===== config.mk =====
export PLATFORM = sky130hd
export DESIGN_NAME = piso
export DESIGN_NICKNAME = d
export VERILOG_FILES = /design/src/rtl/piso.sv
export SDC_FILE = /design/constraint.sdc
export NUM_CORES = 1
export LEC_CHECK = 0
export BUFFER_PORTS_ARGS = -buffer_cell sky130_fd_sc_hd__buf_2
export CAP_MARGIN = 0
export CORE_AREA = 8 8 45 47
export CTS_BUF_LIST = sky130_fd_sc_hd__clkbuf_16
export CTS_CLUSTER_DIAMETER = 150
export DETAILED_ROUTE_END_ITERATION = 7
export DIE_AREA = 0 0 53 55
export PLACE_DENSITY_LB_ADDON = 0.15
export SLEW_MARGIN = 20
export SYNTH_ARGS = -nofsm -noshare
export SYNTH_HDL_FRONTEND = slang
export SYNTH_SLANG_ARGS = --single-unit

===== constraint.sdc =====
create_clock -name clk -period 1.39 [get_ports clk]
set_input_delay 0.0695 -clock clk [delete_from_list [all_inputs] [get_ports clk]]
set_output_delay 0.0695 -clock clk [all_outputs]
set_load 0.005 [all_outputs]

===== src/rtl/piso.sv =====
// rtl/piso.sv - four-bit parallel-in / serial-out shift register with valid-bit counter
module piso (
    input  logic       clk,
    input  logic       rst,
    input  logic       load,
    input  logic       I0,
    input  logic       I1,
    input  logic       I2,
    input  logic       I3,
    input  logic       si,
    output logic       Q0,
    output logic       Q1,
    output logic       Q2,
    output logic       Q3,
    output logic [2:0] bits_left,
    output logic       sout_valid
);

    // Stage flops: load captures the nibble, otherwise shift toward Q3 filling Q0 from si
    always_ff @(posedge clk or posedge rst) begin
        if (rst) begin
            Q0 <= 1'b0;
            Q1 <= 1'b0;
            Q2 <= 1'b0;
            Q3 <= 1'b0;
        end else if (load) begin
            Q0 <= I0;
            Q1 <= I1;
            Q2 <= I2;
            Q3 <= I3;
        end else begin
            Q3 <= Q2;
            Q2 <= Q1;
            Q1 <= Q0;
            Q0 <= si;
        end
    end

    // Remaining valid bits: reload to 4, count down on shifts, hold at 0 once drained
    always_ff @(posedge clk or posedge rst) begin
        if (rst) begin
            bits_left <= 3'd0;
        end else if (load) begin
            bits_left <= 3'd4;
        end else if (bits_left != 3'd0) begin
            bits_left <= bits_left - 3'd1;
        end
    end

    // Q3 is meaningful only while loaded bits remain
    assign sout_valid = (bits_left != 3'd0);

endmodule


==> results of run 1 <==
[layer usage]
layer | global-route usage, % | up-vias | wire length (um)
li1 | - | 126 | -
met1 | 6.308 | 119 | 288
met2 | 11.33 | 11 | 411
met3 | 4.278 | 0 | 90
met4 | 3.879 | 0 | 0
met5 | 0 | - | 0
[cell type report]
class | count | share of cell area [%]
clock buffers | 3 | 14.63
clock inverters | 1 | 0.7317
inverters | 3 | 2.195
well taps | 16 | 3.902
multi-input cells | 15 | 27.80
flip-flops and latches | 7 | 34.15
repair buffers | 16 | 16.59
[state kept, by name, indices dropped and copies added, names as in the netlist]
signal,flops
Q1,1
Q3,1
Q0,1
bits_left,3
Q2,1
[critical path, cell delays in order, from the launching register on]
cell and delay, ns:
dfrtp_1 0.39, inv_1 0.09, ha_1 0.24, nand2b_4 0.08
buf_2 0.13
[power groups by stage]
stage	clock, mW	sequential, mW	combinational [mW]
5_1_grt	0.499	0.295	0.316
3_3_place_gp	0	0.284	0.257
4_1_cts	0.494	0.285	0.280
3_5_place_dp	0	0.289	0.276
6_report	0.478	0.284	0.271
2_1_floorplan	0	0.288	0.170
[final timing paths]
kind	slack, ns	to	cells past startpoint	start
min in group asynchronous	0.32	bits_left[1]$_DFFE_PP0P_	3	rst
worst min-delay path	0.06	Q3$_DFF_PP0_	2	I3
worst min register to register	0.48	Q3$_DFF_PP0_	1	Q2$_DFF_PP0_
worst max register to register	0.18	bits_left[0]$_DFFE_PP0P_	4	bits_left[0]$_DFFE_PP0P_
worst max-delay path	0.17	sout_valid	4	bits_left[0]$_DFFE_PP0P_
max in group asynchronous	0.86	Q2$_DFF_PP0_	3	rst
[cell usage in the layout (no fill, tap or decap)]
master         instances
buf_2                 15
dfrtp_1                7
inv_1                  4
mux2_2                 3
clkbuf_16              3
nor2_1                 2
nor2b_1                2
ha_1                   2
a211o_1                1
nand2b_4               1
nor3b_1                1
a211oi_1               1
mux2_1                 1
mux2_4                 1
dlygate4sd3_1          1
[logic make-up after synthesis]
kind of cell,Yosys count,synth area share [%]
flops,7,51.47
simple gates,6,12.13
compound gates,2,4.781
mux,5,17.64
buf+inv,4,6.617
fa+ha+maj,2,7.352
==> results.toml, run 1 <==
[outcome]
status = "completed"

[place]
portBuffers = 15
placedCellCount = 56
hpwl_um = 654.9
place_area_um2 = 424.2
preCtsSetupSlack_ns = 0.1830
globalplace.congestion = 0.6027

[cts]
path_clk_slew_ns = 0.04
cts_buffer_depth = 2
cts_tree = "built"
cts_buffers = 3
post_cts_buffers = 0
cts_root_buf = "clkbuf_16"
holdBufCountCts = 1
cts.sinks = 7
htreeDepth = 1
postCtsResizedCells = 0
insertion_delay_ns = 0.23

[yosys]
synth_common_cells = "dfrtp_1, inv_1, mux2_2"
synth_top_area_share_pct = 51.47
synth_area_um2 = 340.3
synth_nets = 36
synth_cell_types = 13
ys_seq_area_share_pct = 51.47
synth.area.top_cells = "dfrtp_1, mux2_2, ha_1, mux2_4, nand2b_4"
synthCells = 26
synth_edf_count = 0
synth_top_cell_by_area = "dfrtp_1"
synth_ff_type = "dfrtp_1"
synth.avg_cell_area_um2 = 13.09
yosysMostFrequentCell = "dfrtp_1"
yosysWarnings = 0
postSynth.asyncResetShare_pct = 100.0
ys_seq_elements = 7

[critical_path]
crit_arrival_ns = 1.15
end_kind = "output port"
critical_path.max_fanout = 4
required_ns = 1.32
startpoint_type = "flop"
critPathKind = "flop to output port"

[layout]
ff_latch_area_um2 = 175.2
post-route-cell-area_um2 = 513.0
finalNonFillerCells = 61
nFillCells = 139
finish.utilization_pct = 37.07
area_delta_synth_final_pct = 50.74
drive_gt1_share_pct = 51.11
multi_input_area_um2 = 142.6
antenna_cells = 0
finalNetCount = 56

[sta]
tns_ns = 0
final.setup.worst_slack_ns = 0.1661
finalSetupViolCount = 0
hold_violations = 0
grt_setup_unrepaired = "false"
max_clock_freq_mhz = 817.1
max-slew-margin-rel_pct = 82.08
whs_ns = 0.06159
skew_ns = 0.002437
tightestPinTransition_ns = 0.2685
min_period_over_period_pct = 88.05
maxSlewViolCount = 0
min_period_ns = 1.224

[power_and_ir_drop]
finalPower_mw = 1.032
pwr-share-clk_pct = 46.3
p_comb_share_pct = 26.2
ir_drop_v = 0.0007710
pwr-share-seq_pct = 27.5
net-switching-power_mw = 0.2617
power.internal_mw = 0.7704
power_density_nw_per_um2 = 2012
swShare_pct = 25.35
p_leak_nw = 0.2633

[die]
core_area_um2 = 1384
start_util_pct = 24.59
ios = 16
die_w_um = 53
rows = 14
dieArea_um2 = 2915
dieHeight_um = 55

[global_route]
track_usage_pct = 6.806
grt_pass1_vias = 332
grt_first_pass_wirelength_um = 1414
grt_max_degree = 9
grt_overflow = 0
antenna_found_initial = 0

[detailed_routing]
ant_nets = 0
wl_per_cell_um = 12.95
wl_um = 790
vias = 256
dr.pass1.iters = 2
drc = 0
routed_via_density = 4.197
dr.first_iter.drc_count = 1

[min_path]
hold_path.class = "input port to flop"

[job]
drv_cap = 0
Note: power is estimated with default switching activity, not from simulation.
==> inputs of run 2 (changes only) <==
- clock period: 1.39 -> 1.3 ns (I/O delays scaled with it)
==> run 2 against run 1 <==
Net effect: total power grew 7.1%; final cell count stayed put; clock power increased by 7.9%; utilization grew 0.27 points; clock-buffer cell count is the same; via count fell by 1.2%.
==> results.toml, run 2 (synthesis results as in run 1) <==
[outcome]
status = "completed"

[place]
hpwl_um = 592.8
preCtsSetupSlack_ns = 0.09391
portBuffers = 15
placedCellCount = 56
globalplace.congestion = 0.5851

[die]
die_w_um = 53
dieArea_um2 = 2915
dieHeight_um = 55
core_area_um2 = 1384
start_util_pct = 24.59
ios = 16
rows = 14

[global_route]
track_usage_pct = 5.495
grt_max_degree = 9
grt_first_pass_wirelength_um = 1145
grt_pass1_vias = 295
grt_overflow = 0
antenna_found_initial = 0

[sta]
whs_ns = 0.05016
hold_violations = 0
min_period_over_period_pct = 91.05
min_period_ns = 1.184
final.setup.worst_slack_ns = 0.1164
max_clock_freq_mhz = 844.9
tightestPinTransition_ns = 0.2742
tns_ns = 0
finalSetupViolCount = 0
skew_ns = 0.001563
grt_setup_unrepaired = "false"
max-slew-margin-rel_pct = 81.70
maxSlewViolCount = 0

[layout]
multi_input_area_um2 = 145.1
largest_reg_flops = 3
finalNonFillerCells = 61
ff_latch_area_um2 = 175.2
antenna_cells = 0
finalNetCount = 56
top_register = "bits_left"
drive_gt1_share_pct = 55.56
area_delta_synth_final_pct = 51.84
final_common_cell = "buf_2"
layout_common_cells = "buf_2, dfrtp_1, inv_1, mux2_2, clkbuf_16"
nFillCells = 144

[cts]
cts.sinks = 7
htreeDepth = 1
cts_buffer_depth = 2
path_clk_slew_ns = 0.04
cts_buffers = 3
insertion_delay_ns = 0.23
cts_tree = "built"
cts_root_buf = "clkbuf_16"

[min_path]
hold_path.class = "input port to flop"

[detailed_routing]
dr.first_iter.drc_count = 1
wl_per_cell_um = 11.84
routed_via_density = 4.148
dr.pass1.iters = 2
drc = 0
vias = 253
wl_um = 722
ant_nets = 0

[power_and_ir_drop]
finalPower_mw = 1.105
ir_drop_v = 0.0008731
power_density_nw_per_um2 = 2138
p_leak_nw = 0.2606

[critical_path]
critPathKind = "flop to output port"
crit_arrival_ns = 1.12
end_kind = "output port"
critical_path.max_fanout = 4
required_ns = 1.24
startpoint_type = "flop"

[job]
drv_cap = 0
## run 2: changes by cell type in the layout (fill, tap and decap cells not counted)
cell | before | now
clkinv_2 | 0 | 1
ha_1 | 2 | 1
ha_2 | 0 | 1
inv_1 | 4 | 3
## run 2: area by class of cell
class / instances / area share, %
clock inverters: 1 / 0.9685
well taps: 16 / 3.874
flip-flops and latches: 7 / 33.90
repair buffers: 16 / 16.46
multi-input cells: 15 / 28.09
inverters: 3 / 2.179
clock buffers: 3 / 14.53
## run 2: final timing paths
path	from	to	slack, ns	cells after the start
min reg2reg	Q2$_DFF_PP0_	Q3$_DFF_PP0_	0.47	1
max reg2reg	bits_left[0]$_DFFE_PP0P_	bits_left[0]$_DFFE_PP0P_	0.13	4
min	I3	Q3$_DFF_PP0_	0.05	2
min in group asynchronous	rst	bits_left[1]$_DFFE_PP0P_	0.32	3
max	bits_left[0]$_DFFE_PP0P_	sout_valid	0.12	4
max in group asynchronous	rst	bits_left[0]$_DFFE_PP0P_	0.76	3
## run 2: what timing repair did
item,in CTS,in global routing
setup buffers,0,0
hold endpoints to repair,7,0
setup endpoints to repair,0,1
hold buffers,1,0
gates resized for setup,0,1
## run 2: per-stage QoR
stage | instance area (um2) | util, %
finish | 516.7 | 37.34
detailed placement | 424.2 | 30.65
global placement | 424.2 | 30.65
CTS | 514.2 | 37.16
global route | 516.7 | 37.34
floorplan | 340.3 | -
## run 2: critical path: stages (launching register included)
cell and delay (ns):
dfrtp_1 0.39, inv_1 0.09, ha_2 0.22, nand2b_4 0.07
buf_2 0.13
## run 2: layer usage
layer / up-vias / share of wire (%) / GRT usage, %
met5: - / 0 / 0
met4: 0 / 0 / 3.879
met3: 0 / 11 / 3.476
met2: 11 / 48 / 8.984
met1: 116 / 41 / 4.938
li1: 126 / - / -
## run 2: power by group
| group | total (mW) | leakage, nW | switching [mW] | internal (mW) |
|---|---|---|---|---|
| combinational | 0.286 | 0.137 | 0.126 | 0.160 |
| clock | 0.516 | 0.0409 | 0.113 | 0.403 |
| sequential | 0.303 | 0.0824 | 0.0368 | 0.266 |
